**config.mk**
```make
export PLATFORM = sky130hd
export DESIGN_NAME = spi_cmd_seq
export DESIGN_NICKNAME = d
export VERILOG_FILES = /design/src/rtl/spi_seq_pkg.sv /design/src/rtl/cmd_fifo.sv /design/src/rtl/spi_cmd_seq.sv
export SDC_FILE = /design/constraint.sdc
export NUM_CORES = 1
export LEC_CHECK = 0
export CAP_MARGIN = 20
export CORE_MARGIN = 5
export CORE_UTILIZATION = 34
export DETAILED_ROUTE_END_ITERATION = 12
export PLACE_DENSITY = 0.48
export SLEW_MARGIN = 20
export SYNTH_ARGS = -nofsm -noshare
export SYNTH_HDL_FRONTEND = slang
export SYNTH_HIERARCHICAL = 1
export SYNTH_SLANG_ARGS = --single-unit
```
**constraint.sdc**
```tcl
create_clock -name clk -period 5.5 [get_ports clk]
set_clock_uncertainty 0.15 [all_clocks]
set_input_delay 1.1 -clock clk [delete_from_list [all_inputs] [get_ports clk]]
set_output_delay 1.1 -clock clk [all_outputs]
set_load 0.01 [all_outputs]
```
**src/rtl/spi_seq_pkg.sv**
```systemverilog
// Shared types and constants for the SPI command sequencer.
package spi_seq_pkg;

  // Sequencer FSM states.
  typedef enum logic [2:0] {
    StIdle,
    StWaitLow,
    StWaitHigh,
    StDelay,
    StGap
  } seq_state_e;

  // Command word layout: [10]=delay, [9]=power-on, [8]=D/C, [7:0]=data or delay count.
  localparam int unsigned CMD_W   = 11;
  localparam int unsigned DIN_W   = 10;
  localparam int unsigned DLY_BIT = 10;
  localparam int unsigned PWR_BIT = 9;
  localparam int unsigned DC_BIT  = 8;

  // Cycles WAIT_LOW tolerates CS staying high before the byte is abandoned.
  localparam int unsigned WAIT_LOW_TIMEOUT = 4;

  // Driver payload: {power-on, D/C, data}.
  function automatic logic [DIN_W-1:0] cmd_payload(input logic [CMD_W-1:0] cmd);
    return cmd[DIN_W-1:0];
  endfunction

endpackage

```
**src/rtl/cmd_fifo.sv**
```systemverilog
// Synchronous command FIFO with push, pop, flush and an exact occupancy count.
module cmd_fifo #(
  parameter int unsigned DEPTH = 16,
  parameter int unsigned AW    = 4,
  parameter int unsigned W     = 11
) (
  input  logic          clk_i,
  input  logic          rst_ni,
  input  logic          push_i,
  input  logic [W-1:0]  wdata_i,
  input  logic          pop_i,
  input  logic          flush_i,
  output logic [W-1:0]  rdata_o,
  output logic [AW:0]   count_o,
  output logic          full_o,
  output logic          empty_o
);

  localparam logic [AW:0] DepthCnt = (AW+1)'(DEPTH);

  logic [W-1:0]  mem_q [DEPTH];
  logic [AW-1:0] head_q, head_d;
  logic [AW-1:0] tail_q, tail_d;
  logic [AW:0]   count_q, count_d;
  logic          do_push, do_pop;

  assign full_o  = (count_q == DepthCnt);
  assign empty_o = (count_q == '0);
  assign count_o = count_q;
  assign rdata_o = mem_q[head_q];

  // Full is judged on the pre-edge count, so a same-cycle pop never makes room.
  assign do_push = push_i & ~full_o & ~flush_i;
  assign do_pop  = pop_i & ~empty_o & ~flush_i;

  // Pointer and count next-state; flush clears everything.
  always_comb begin
    head_d  = head_q;
    tail_d  = tail_q;
    count_d = count_q;
    if (flush_i) begin
      head_d  = '0;
      tail_d  = '0;
      count_d = '0;
    end else begin
      if (do_push) tail_d = tail_q + 1'b1;
      if (do_pop)  head_d = head_q + 1'b1;
      unique case ({do_push, do_pop})
        2'b10:   count_d = count_q + 1'b1;
        2'b01:   count_d = count_q - 1'b1;
        default: count_d = count_q;
      endcase
    end
  end

  // Pointer and count registers.
  always_ff @(posedge clk_i or negedge rst_ni) begin
    if (!rst_ni) begin
      head_q  <= '0;
      tail_q  <= '0;
      count_q <= '0;
    end else begin
      head_q  <= head_d;
      tail_q  <= tail_d;
      count_q <= count_d;
    end
  end

  // Storage array; contents are don't-care while empty so it needs no reset.
  always_ff @(posedge clk_i) begin
    if (do_push) mem_q[tail_q] <= wdata_i;
  end

endmodule

```
**src/rtl/spi_cmd_seq.sv**
```systemverilog
// Command sequencer: queues CPU display commands and feeds them to the SPI byte
// driver one at a time, tracking transfers via chip-select and running delays.
module spi_cmd_seq
  import spi_seq_pkg::*;
#(
  parameter int unsigned DEPTH      = 16,
  parameter int unsigned AW         = 4,
  parameter int unsigned DELAY_TICK = 62500,
  parameter int unsigned GUARD      = 2
) (
  input  logic             clk,
  input  logic             reset_,
  input  logic             wr_en,
  input  logic [10:0]      wr_data,
  input  logic             flush,
  input  logic             ovf_clr,
  output logic [AW:0]      count,
  output logic             full,
  output logic             busy,
  output logic             overflow,
  output logic             spi_start,
  output logic [9:0]       spi_din,
  input  logic             spi_cs_
);

  localparam int unsigned TW = (DELAY_TICK > 1) ? $clog2(DELAY_TICK) : 1;
  localparam int unsigned GW = (GUARD > 1) ? $clog2(GUARD + 1) : 1;

  seq_state_e        state_q, state_d;
  logic              start_q, start_d;
  logic [DIN_W-1:0]  din_q, din_d;
  logic [2:0]        wl_q, wl_d;
  logic [GW-1:0]     gap_q, gap_d;
  logic [TW-1:0]     tick_q, tick_d;
  logic [7:0]        unit_q, unit_d;
  logic [7:0]        dly_q, dly_d;
  logic              ovf_q, ovf_d;

  logic              pop;
  logic              fifo_empty;
  logic [CMD_W-1:0]  head;

  cmd_fifo #(
    .DEPTH (DEPTH),
    .AW    (AW),
    .W     (CMD_W)
  ) u_fifo (
    .clk_i   (clk),
    .rst_ni  (reset_),
    .push_i  (wr_en),
    .wdata_i (wr_data),
    .pop_i   (pop),
    .flush_i (flush),
    .rdata_o (head),
    .count_o (count),
    .full_o  (full),
    .empty_o (fifo_empty)
  );

  assign spi_start = start_q;
  assign spi_din   = din_q;
  assign overflow  = ovf_q;
  assign busy      = (state_q != StIdle) || (count != '0);

  // Sticky overflow: a dropped write (not one squashed by flush) beats a clear.
  always_comb begin
    ovf_d = ovf_q;
    if (ovf_clr) ovf_d = 1'b0;
    if (wr_en && full && !flush) ovf_d = 1'b1;
  end

  // Sequencer next-state: issue, wait on CS, delay and guard gap.
  always_comb begin
    state_d = state_q;
    start_d = 1'b0;
    din_d   = din_q;
    wl_d    = wl_q;
    gap_d   = gap_q;
    tick_d  = tick_q;
    unit_d  = unit_q;
    dly_d   = dly_q;
    pop     = 1'b0;
    unique case (state_q)
      StIdle: begin
        // Only issue while the driver is idle so a pulse never lands mid-transfer.
        if (!fifo_empty && spi_cs_) begin
          pop = 1'b1;
          if (head[DLY_BIT]) begin
            if (head[7:0] == 8'd0) begin
              state_d = StGap;
              gap_d   = '0;
            end else begin
              state_d = StDelay;
              tick_d  = '0;
              unit_d  = '0;
              dly_d   = head[7:0];
            end
          end else begin
            start_d = 1'b1;
            din_d   = cmd_payload(head);
            if (head[PWR_BIT]) begin
              // Power switching never drops CS, so skip the transfer wait.
              state_d = StGap;
              gap_d   = '0;
            end else begin
              state_d = StWaitLow;
              wl_d    = '0;
            end
          end
        end
      end
      StWaitLow: begin
        if (!spi_cs_) begin
          state_d = StWaitHigh;
        end else if (wl_q == 3'(WAIT_LOW_TIMEOUT - 1)) begin
          // Byte considered lost; move on without retry.
          state_d = StGap;
          gap_d   = '0;
        end else begin
          wl_d = wl_q + 3'd1;
        end
      end
      StWaitHigh: begin
        if (spi_cs_) begin
          state_d = StGap;
          gap_d   = '0;
        end
      end
      StDelay: begin
        if (tick_q == TW'(DELAY_TICK - 1)) begin
          tick_d = '0;
          if (unit_q == dly_q - 8'd1) begin
            state_d = StGap;
            gap_d   = '0;
          end else begin
            unit_d = unit_q + 8'd1;
          end
        end else begin
          tick_d = tick_q + 1'b1;
        end
      end
      StGap: begin
        if (gap_q == GW'(GUARD - 1)) begin
          state_d = StIdle;
        end else begin
          gap_d = gap_q + 1'b1;
        end
      end
      default: state_d = StIdle;
    endcase
  end

  // Sequencer and flag registers.
  always_ff @(posedge clk or negedge reset_) begin
    if (!reset_) begin
      state_q <= StIdle;
      start_q <= 1'b0;
      din_q   <= '0;
      wl_q    <= '0;
      gap_q   <= '0;
      tick_q  <= '0;
      unit_q  <= '0;
      dly_q   <= '0;
      ovf_q   <= 1'b0;
    end else begin
      state_q <= state_d;
      start_q <= start_d;
      din_q   <= din_d;
      wl_q    <= wl_d;
      gap_q   <= gap_d;
      tick_q  <= tick_d;
      unit_q  <= unit_d;
      dly_q   <= dly_d;
      ovf_q   <= ovf_d;
    end
  end

endmodule

```
==> results of run 1 <==
==> layout make-up <==
| type | instances | area share |
|---|---|---|
| clock inverter | 10 | 0.009264 |
| tap | 396 | 0.04031 |
| clock buffer | 39 | 0.06027 |
| sequential | 241 | 0.5627 |
| inverter | 26 | 0.007941 |
| timing repair buffer | 56 | 0.04194 |
| multi-input combinational | 417 | 0.2776 |
==> metrics by stage <==
| step | area [um2] | hold slack (ps) | utilization | power, mW |
|---|---|---|---|---|
| 3_3_place_gp | 11430 | 313.0 | 0.3728 | 3.382 |
| 6_report | 12290 | 350.1 | 0.4007 | 5.101 |
| 3_5_place_dp | 11430 | 340.3 | 0.3728 | 3.408 |
| 4_1_cts | 12290 | 353.2 | 0.4006 | 5.170 |
| 2_1_floorplan | 10560 | 299.8 | - | 3.029 |
| 5_1_grt | 12290 | 376.8 | 0.4007 | 5.377 |
==> final timing paths <==
check | start | endpoint | slack [ps] | cells past startpoint
max | u_fifo/head_q[0]$_DFFE_PN0P_ | tick_q[5]$_DFFE_PN0P_ | 1290 | 11
min | wl_q[1]$_DFFE_PN0P_ | wl_q[1]$_DFFE_PN0P_ | 350 | 1
max reg2reg | u_fifo/head_q[0]$_DFFE_PN0P_ | tick_q[5]$_DFFE_PN0P_ | 1290 | 11
min reg2reg | wl_q[1]$_DFFE_PN0P_ | wl_q[1]$_DFFE_PN0P_ | 350 | 1
max in group asynchronous | reset_ | dly_q[2]$_DFFE_PN0P_ | 3770 | 2
min in group asynchronous | reset_ | u_fifo/count_o[2]$_DFFE_PN0P_ | 460 | 1
==> synth_stat cells, drive strengths merged, types with 13 or more instances <==
| cell type | instances | share of area |
|---|---|---|
| inv | 26 | 0.0092 |
| edfxtp | 176 | 0.50 |
| nor2 | 61 | 0.022 |
| dfrtp | 65 | 0.15 |
| mux2i | 52 | 0.049 |
| mux4 | 22 | 0.047 |
| xnor2 | 13 | 0.011 |
| mux2 | 23 | 0.025 |
| nor3 | 13 | 0.0062 |
| o21ai | 19 | 0.010 |
| nand2 | 38 | 0.014 |
| a221oi | 26 | 0.022 |
| clkbuf | 27 | 0.0096 |
| xor2 | 17 | 0.014 |
| nand3 | 13 | 0.0073 |
| ha | 14 | 0.017 |
==> layout by cell type, fill, tap and decap left out, types with 21 or more instances in the layout <==
master           synthesis  layout
dfrtp_1                 65      64
clkdlybuf4s50_1          0      34
mux4_2                  22      22
a221oi_1                25      25
mux2_2                  21      21
nor2_1                  61      61
nand2_1                 38      38
inv_1                   26      26
clkbuf_16                0      27
edfxtp_1               176     176
mux2i_1                 52      52
==> state kept, by name, summed over array words and instances (netlist names) <==
name / cells
spi_din: 10
u_fifo/count_o: 5
tick_q: 16
wl_q: 3
u_fifo/tail_q: 4
unit_q: 8
gap_q: 2
spi_start: 1
u_fifo/mem_q: 176
overflow: 1
u_fifo/head_q: 4
dly_q: 8
state_q: 3
==> where the power goes <==
group / switching, mW / total [mW] / leakage, nW / internal (mW)
sequential: 0.188 / 2.28 / 2.44 / 2.09
combinational: 0.567 / 1.08 / 1.38 / 0.516
clock: 0.707 / 1.74 / 0.416 / 1.03
total: 1.46 / 5.10 / 4.24 / 3.64
==> logic make-up after synthesis <==
group	after synthesis
flip-flops	241
AND/OR/NAND/NOR	173
AO/OA/AOI/OAI	102
multiplexers	97
buffers and inverters	64
XOR/XNOR	30
adder cells (fa/ha/maj)	15
==> critical path, stage by stage, from the launching register on <==
cell      delay (ps)
dfrtp_4          760
buf_4            320
mux4_2           570
a22oi_1          210
nand2_1          170
or4_1            520
o211ai_2         440
buf_4            270
a211oi_1         170
and3_1           260
xnor2_1          140
nor2_1            60
==> layer usage <==
layer / track usage / vias to the layer above
li1: - / 2866
met2: 0.2367 / 100
met4: 0.02740 / 0
met3: 0.02081 / 32
met1: 0.1911 / 3168
met5: 0 / -
==> impl_results.html, run 1 <==
<table>
<tr><th>Metric</th><th>Value</th></tr>
<tr><th colspan="2">Run status</th></tr>
<tr><td>Status</td><td>completed</td></tr>
<tr><th colspan="2">Timing</th></tr>
<tr><td>Slew @ Worst Pin</td><td>about 900 ps</td></tr>
<tr><td>RSZ-0062 raised after global routing</td><td>no</td></tr>
<tr><td>Final-layout setup total negative slack</td><td>0 ps</td></tr>
<tr><td>Final worst-path setup slack</td><td>1289 ps</td></tr>
<tr><td>Final hold violation count</td><td>0</td></tr>
<tr><td>Max-slew violation total from the final report</td><td>0</td></tr>
<tr><td>F_max</td><td>0.2375 GHz</td></tr>
<tr><td>Relative max-transition margin</td><td>0.3855</td></tr>
<tr><td>Final setup violating endpoints</td><td>0</td></tr>
<tr><td>Tmin final</td><td>4211 ps</td></tr>
<tr><td>Fraction of the cycle the final worst path needs</td><td>0.7656</td></tr>
<tr><th colspan="2">CTS</th></tr>
<tr><td>Clk_lat worst skew</td><td>approximately 540 ps</td></tr>
<tr><td>Buffer count from post-CTS setup fixing</td><td>0</td></tr>
<tr><td>H-tree depth</td><td>1</td></tr>
<tr><td>TritonCTS Buffers</td><td>27</td></tr>
<tr><td>Clock Path Buffers</td><td>3</td></tr>
<tr><td>Hold-fix buffers, CTS</td><td>0</td></tr>
<tr><td>TritonCTS clock tree</td><td>done</td></tr>
<tr><td>Count of clock tree sinks</td><td>241</td></tr>
<tr><td>PostCTS Resize Cnt</td><td>0</td></tr>
<tr><td>Root Buffer</td><td>clkbuf_16</td></tr>
<tr><td>Reg clk slew, reported paths</td><td>60 ps</td></tr>
<tr><th colspan="2">Routing</th></tr>
<tr><td># DRC</td><td>0</td></tr>
<tr><td>Sum of routed wire segments on met1</td><td>10.76 mm</td></tr>
<tr><td>Total Routed Length</td><td>23.76 mm</td></tr>
<tr><td>Uppermost routed layer</td><td>met4</td></tr>
<tr><td>Met2 WL post-DR</td><td>11.74 mm</td></tr>
<tr><td>Detailed router's first-iteration violation count</td><td>371</td></tr>
<tr><td>Residual antenna-violating net count after detailed routing</td><td>0</td></tr>
<tr><td>Average routed wire per standard cell</td><td>20.05 um</td></tr>
<tr><td>Avg Vias per Cell</td><td>5.203</td></tr>
<tr><td>Routed via count</td><td>6166</td></tr>
<tr><td>DR WL met3</td><td>850 um</td></tr>
<tr><td>First-pass DRT Iterations</td><td>5</td></tr>
<tr><th colspan="2">Synth</th></tr>
<tr><td>Summed instance area of the synthesized netlist</td><td>10560 um2</td></tr>
<tr><td>Most common flop cell mapped by yosys</td><td>edfxtp_1</td></tr>
<tr><td>Nets in the synthesized netlist</td><td>754</td></tr>
<tr><td>Fraction of registers with async set/reset</td><td>0.2697</td></tr>
<tr><td>Number of register bits inferred by synthesis</td><td>between 200 and 250</td></tr>
<tr><td>Post-synthesis simple-gate area fraction</td><td>0.08114</td></tr>
<tr><td>Combinational family with the most area after synthesis</td><td>multiplexers</td></tr>
<tr><td>Number of different library cells in the post-synthesis netlist</td><td>62</td></tr>
<tr><td>Mean area per synthesized cell</td><td>14.63 um2</td></tr>
<tr><td>Post-synthesis mux area share</td><td>0.1214</td></tr>
<tr><td>Synthesized netlist cell count</td><td>722</td></tr>
<tr><td>Synthesized-area fraction occupied by ao, oa, aoi and oai cells</td><td>0.07439</td></tr>
<tr><td>Yosys warning count</td><td>6</td></tr>
<tr><td>Part of the Yosys area used for sequential elements</td><td>0.6543</td></tr>
<tr><td>EDFF count, synth</td><td>176</td></tr>
<tr><td>Synthesized-area fraction occupied by adder cells</td><td>0.01848</td></tr>
<tr><td>Synth Area in XOR/XNOR</td><td>0.02488</td></tr>
<tr><th colspan="2">Global routing</th></tr>
<tr><td>First-pass GRT wire length</td><td>between 30 and 40 mm</td></tr>
<tr><td>Antenna violations before repair</td><td>0</td></tr>
<tr><td>Largest net degree at the start of global routing</td><td>40</td></tr>
<tr><td>Via count of the first global-routing pass</td><td>about 6300</td></tr>
<tr><td>Total track usage</td><td>0.1389</td></tr>
<tr><td>Total overflow reported by the global router</td><td>0</td></tr>
<tr><th colspan="2">Min path</th></tr>
<tr><td>Class of the worst hold path</td><td>flop to flop</td></tr>
<tr><th colspan="2">Layout</th></tr>
<tr><td>Area added between synthesis and finish</td><td>16.36%</td></tr>
<tr><td>Net count, final</td><td>between 800 and 900</td></tr>
<tr><td>Antenna fix cells</td><td>0</td></tr>
<tr><td>Number of filler instances in the final layout</td><td>2850</td></tr>
<tr><td>Area taken by flip-flops and latches</td><td>6915 um2</td></tr>
<tr><td>Area used by multi-input combinational logic</td><td>3412 um2</td></tr>
<tr><td>Share of cells above drive strength 1</td><td>0.1559</td></tr>
<tr><td>Non-filler cells, final</td><td>1185</td></tr>
<tr><th colspan="2">Placed design</th></tr>
<tr><td>Cell Count Post-Placement</td><td>approximately 1100</td></tr>
<tr><td>PortBufs</td><td>35</td></tr>
<tr><td>Gpl congestion</td><td>roughly 0.84</td></tr>
<tr><td>Dpl hpwl</td><td>about 16 mm</td></tr>
<tr><td>Placement Setup Slack</td><td>between 900 and 1000 ps</td></tr>
<tr><th colspan="2">Worst setup path</th></tr>
<tr><td>Endpoint arrival time on the critical path</td><td>4450 ps</td></tr>
<tr><td>Startpoint type of the worst setup path</td><td>flop</td></tr>
<tr><td>Class of the most critical setup path</td><td>flop to flop</td></tr>
<tr><td>Crit. End Element</td><td>flop</td></tr>
<tr><td>Data required time at the worst endpoint</td><td>around 5700 ps</td></tr>
<tr><td>Max Fanout on Critical Path</td><td>24</td></tr>
<tr><th colspan="2">Die</th></tr>
<tr><td>I/O pin total</td><td>36</td></tr>
<tr><td>Die Span Y</td><td>about 190 um</td></tr>
<tr><td>Total die area</td><td>about 35000 um2</td></tr>
<tr><td>Number of placement rows</td><td>64</td></tr>
<tr><td>Die width</td><td>186.3 um</td></tr>
<tr><td>Placeable Area</td><td>30670 um2</td></tr>
<tr><td>Starting density of the core</td><td>0.3444</td></tr>
<tr><th colspan="2">Power</th></tr>
<tr><td>Worst-case vdd ir drop</td><td>0.0002507 V</td></tr>
<tr><td>Power per Cell Area</td><td>415.0 nW/um2</td></tr>
<tr><td>Leakage power</td><td>4.237 nW</td></tr>
<tr><th colspan="2">Job</th></tr>
<tr><td>Max cap viols</td><td>0</td></tr>
</table>
Power figures use the tool's default switching activity.
==> run 2, diff against run 1 <==
Clock period 5.5 ns to 4 ns, I/O delays scaled along.
==> impl_results.html, run 2 (synthesis results as in run 1) <==
<table>
<tr><th>Metric</th><th>Value</th></tr>
<tr><th colspan="2">Layout</th></tr>
<tr><td>Area used by multi-input combinational logic</td><td>3417 um2 (+0.15%)</td></tr>
<tr><td>Area taken by flip-flops and latches</td><td>6915 um2 (unchanged)</td></tr>
<tr><td>Antenna fix cells</td><td>0 (unchanged)</td></tr>
<tr><td>Flip-flop count of the largest register after layout</td><td>176 (unchanged)</td></tr>
<tr><td>Area added between synthesis and finish</td><td>17.01%</td></tr>
<tr><td>Number of filler instances in the final layout</td><td>2875 (+0.88%)</td></tr>
<tr><td>Register with the most flip-flops</td><td>u_fifo/mem_q</td></tr>
<tr><td>Net count, final</td><td>821 (+2.5%)</td></tr>
<tr><td>Top library cells by usage in the layout, fill and taps aside</td><td>edfxtp_1 (176), dfrtp_1 (64), nor2_1 (61)</td></tr>
<tr><td>Fin util</td><td>0.4030 (+0.002244)</td></tr>
<tr><td>Most common cell after layout, fill and taps aside</td><td>edfxtp_1</td></tr>
<tr><td>Share of cells above drive strength 1</td><td>0.1749 (+0.01904)</td></tr>
<tr><th colspan="2">Routing</th></tr>
<tr><td>Detailed router's first-iteration violation count</td><td>394 (+6.2%)</td></tr>
<tr><td>Total Routed Length</td><td>24.90 mm (+4.8%)</td></tr>
<tr><td>First-pass DRT Iterations</td><td>4 (-1)</td></tr>
<tr><td>Avg Vias per Cell</td><td>5.183 (-0.39%)</td></tr>
<tr><td># DRC</td><td>0 (unchanged)</td></tr>
<tr><td>Average routed wire per standard cell</td><td>20.72 um (+3.3%)</td></tr>
<tr><td>Routed via count</td><td>6230 (+1.0%)</td></tr>
<tr><td>Residual antenna-violating net count after detailed routing</td><td>0 (unchanged)</td></tr>
<tr><th colspan="2">Worst setup path</th></tr>
<tr><td>Max Fanout on Critical Path</td><td>14 (-42%)</td></tr>
<tr><td>Class of the most critical setup path</td><td>flop to flop</td></tr>
<tr><td>Dominant cell type by count on the critical path</td><td>buf_4</td></tr>
<tr><td>Crit. End Element</td><td>flop</td></tr>
<tr><td>Data required time at the worst endpoint</td><td>4230 ps (-1510 ps)</td></tr>
<tr><td>Library cell contributing the largest single delay on the critical path</td><td>dfrtp_4</td></tr>
<tr><td>Ordered cell list for the critical path</td><td>buf_4 -&gt; mux2i_1 -&gt; a221oi_1 -&gt; a22oi_1 -&gt; nand2_1 -&gt; or4_1 -&gt; o211ai_2 -&gt; buf_4 -&gt; a2111oi_2 -&gt; buf_4 -&gt; nor2b_1 -&gt; xnor2_1 -&gt; nor2_1</td></tr>
<tr><td>Largest delay contributor family on the critical path</td><td>simple AND/OR/NAND/NOR gates</td></tr>
<tr><td>Buffers &amp; Inverters on Critical Path</td><td>3 (+1)</td></tr>
<tr><td>Endpoint arrival time on the critical path</td><td>3900 ps (-550 ps)</td></tr>
<tr><td>Startpoint of the most critical register-to-register path</td><td>u_fifo/head_q[0]$_DFFE_PN0P_</td></tr>
<tr><td>Worst setup path startpoint</td><td>u_fifo/head_q[0]$_DFFE_PN0P_</td></tr>
<tr><td>Crit path largest cell delay</td><td>620 ps (-140 ps)</td></tr>
<tr><td>Startpoint type of the worst setup path</td><td>flop</td></tr>
<tr><th colspan="2">Die</th></tr>
<tr><td>Starting density of the core</td><td>0.3444 (unchanged)</td></tr>
<tr><td>Die Span Y</td><td>186.3 um (unchanged)</td></tr>
<tr><td>Die width</td><td>186.3 um (unchanged)</td></tr>
<tr><td>Total die area</td><td>34690 um2 (unchanged)</td></tr>
<tr><td>Number of placement rows</td><td>64 (unchanged)</td></tr>
<tr><td>Placeable Area</td><td>30670 um2 (unchanged)</td></tr>
<tr><td>I/O pin total</td><td>36 (unchanged)</td></tr>
<tr><th colspan="2">Global routing</th></tr>
<tr><td>Global routing usage on met2</td><td>0.2441 (+0.007366)</td></tr>
<tr><td>First-pass GRT wire length</td><td>38.85 mm (+3.6%)</td></tr>
<tr><td>Met1 global-route usage</td><td>0.2002 (+0.009085)</td></tr>
<tr><td>Largest net degree at the start of global routing</td><td>32 (-20%)</td></tr>
<tr><td>Via count of the first global-routing pass</td><td>6460 (+1.9%)</td></tr>
<tr><td>Total overflow reported by the global router</td><td>0 (unchanged)</td></tr>
<tr><td>Grt peak-use layer</td><td>met2</td></tr>
<tr><td>Global-route track usage on met3</td><td>0.02217 (+0.001361)</td></tr>
<tr><td>Total track usage</td><td>0.1458 (+0.006969)</td></tr>
<tr><td>Antenna violations before repair</td><td>0 (unchanged)</td></tr>
<tr><th colspan="2">Power</th></tr>
<tr><td>Clock network fraction of total power</td><td>0.321 (-0.020)</td></tr>
<tr><td>Power per Cell Area</td><td>552.5 nW/um2 (+33%)</td></tr>
<tr><td>Worst-case vdd ir drop</td><td>0.0003186 V (+27%)</td></tr>
<tr><td>Internal Pwr Total</td><td>4.862 mW (+34%)</td></tr>
<tr><td>Leakage power</td><td>4.301 nW (+1.5%)</td></tr>
<tr><td>Proportion of power drawn by combinational gates</td><td>0.223 (+0.011)</td></tr>
<tr><td>Switching pwr</td><td>1.967 mW (+34%)</td></tr>
<tr><td>Sw Share</td><td>0.2880 (+0.001323)</td></tr>
<tr><td>Register share of total power</td><td>0.457 (+0.010)</td></tr>
<tr><th colspan="2">CTS</th></tr>
<tr><td>TritonCTS Buffers</td><td>27 (unchanged)</td></tr>
<tr><td>Clock Path Buffers</td><td>3 (unchanged)</td></tr>
<tr><td>Clk_lat worst skew</td><td>540 ps (about the same)</td></tr>
<tr><td>Buffer count from post-CTS setup fixing</td><td>0 (unchanged)</td></tr>
<tr><td>H-tree depth</td><td>1 (unchanged)</td></tr>
<tr><td>Count of clock tree sinks</td><td>241 (unchanged)</td></tr>
<tr><td>Hold-fix buffers, CTS</td><td>0 (unchanged)</td></tr>
<tr><td>Reg clk slew, reported paths</td><td>60 ps (about the same)</td></tr>
<tr><td>TritonCTS clock tree</td><td>done</td></tr>
<tr><td>Root Buffer</td><td>clkbuf_16</td></tr>
<tr><th colspan="2">Placed design</th></tr>
<tr><td>Dpl hpwl</td><td>16.15 mm (+0.79%)</td></tr>
<tr><td>PortBufs</td><td>35 (unchanged)</td></tr>
<tr><td>Gpl congestion</td><td>0.7599 (-10%)</td></tr>
<tr><th colspan="2">Run status</th></tr>
<tr><td>Status</td><td>completed</td></tr>
<tr><th colspan="2">Timing</th></tr>
<tr><td>Max-slew violation total from the final report</td><td>0 (unchanged)</td></tr>
<tr><td>Final setup violating endpoints</td><td>0 (unchanged)</td></tr>
<tr><td>Relative max-transition margin</td><td>0.5531 (+0.1676)</td></tr>
<tr><td>RSZ-0062 raised after global routing</td><td>no</td></tr>
<tr><td>F_max</td><td>0.2729 GHz (+15%)</td></tr>
<tr><td>Slew @ Worst Pin</td><td>670.4 ps (-248.0 ps)</td></tr>
<tr><td>Tmin final</td><td>3664 ps (-546.8 ps)</td></tr>
<tr><td>Final-layout setup total negative slack</td><td>0 ps (unchanged)</td></tr>
<tr><td>Fraction of the cycle the final worst path needs</td><td>0.9161 (+0.1504)</td></tr>
<tr><td>Final hold violation count</td><td>0 (unchanged)</td></tr>
<tr><th colspan="2">Min path</th></tr>
<tr><td>Class of the worst hold path</td><td>input pin to async pin</td></tr>
<tr><th colspan="2">Job</th></tr>
<tr><td>Max cap viols</td><td>0 (unchanged)</td></tr>
</table>
run 2: cell types whose count changed in the layout (fill, tap and decap cells not counted):
cell,change
clkinv_2,+2
buf_4,+20
clkbuf_8,-2
clkbuf_1,+2
a211oi_2,+1
a211oi_1,-1
bufinv_16,-2
inv_6,-1
clkinv_1,-2
run 2: metrics by stage:
stage                     instances  total power, mW  instance area [um2]  setup slack, ps  hold slack (ps)
after global placement         1156            4.657                11580            325.2            314.5
after detailed placement       1156            4.703                11580            210.9            326.1
after floorplan                 722            4.166                10560            578.5            299.8
after global routing           1202            7.206                12360            35.90            196.3
final                          1202            6.829                12360            335.8            153.3
after CTS                      1202            6.927                12350            193.1            155.6
run 2: power groups by stage:
| stage | Combinational (mW) | Sequential [mW] | Clock, mW |
|---|---|---|---|
| global placement | 1.50 | 3.16 | 0 |
| global route | 1.68 | 3.16 | 2.36 |
| detailed placement | 1.53 | 3.17 | 0 |
| CTS | 1.54 | 3.12 | 2.26 |
| floorplan | 1.08 | 3.09 | 0 |
| finish | 1.52 | 3.12 | 2.19 |
run 2: worst register-to-register path: stages, from the launching register on:
cell and delay [ps]:
dfrtp_4 620, buf_4 340, mux2i_1 240, a221oi_1 140, a22oi_1 220, nand2_1 190
or4_1 590, o211ai_2 220, buf_4 200, a2111oi_2 80, buf_4 180, nor2b_1 140
xnor2_1 130, nor2_1 60
run 2: timing repair:
item	4_1_cts	5_1_grt
resized for setup	0	1
endpoints found under the hold margin	0	0
setup endpoints to repair	0	3
run 2: layout make-up:
class                   count  area share
repair buffers             76     0.05386
inverters                  26    0.007896
well taps                 396     0.04009
multi-input cells         417      0.2765
clock inverters             7    0.003847
flip-flops and latches    241      0.5595
clock buffers              39     0.05831
run 2: metal layers:
metal | share of wire | vias to the layer above
li1 | - | 2896
met1 | 0.44 | 3170
met2 | 0.49 | 119
met3 | 0.037 | 45
met4 | 0.027 | 0
met5 | 0 | -
run 2: final timing paths:
| path | cells after the start | slack [ps] | to |
|---|---|---|---|
| min in group clk | 2 | 340 | wl_q[2]$_DFFE_PN0P_ |
| setup / recovery | 13 | 340 | tick_q[10]$_DFFE_PN0P_ |
| hold / removal | 1 | 150 | u_fifo/count_o[1]$_DFFE_PN0P_ |
| max in group asynchronous | 2 | 2750 | dly_q[3]$_DFFE_PN0P_ |
| setup reg to reg | 13 | 340 | tick_q[10]$_DFFE_PN0P_ |
| hold reg to reg | 2 | 340 | wl_q[2]$_DFFE_PN0P_ |
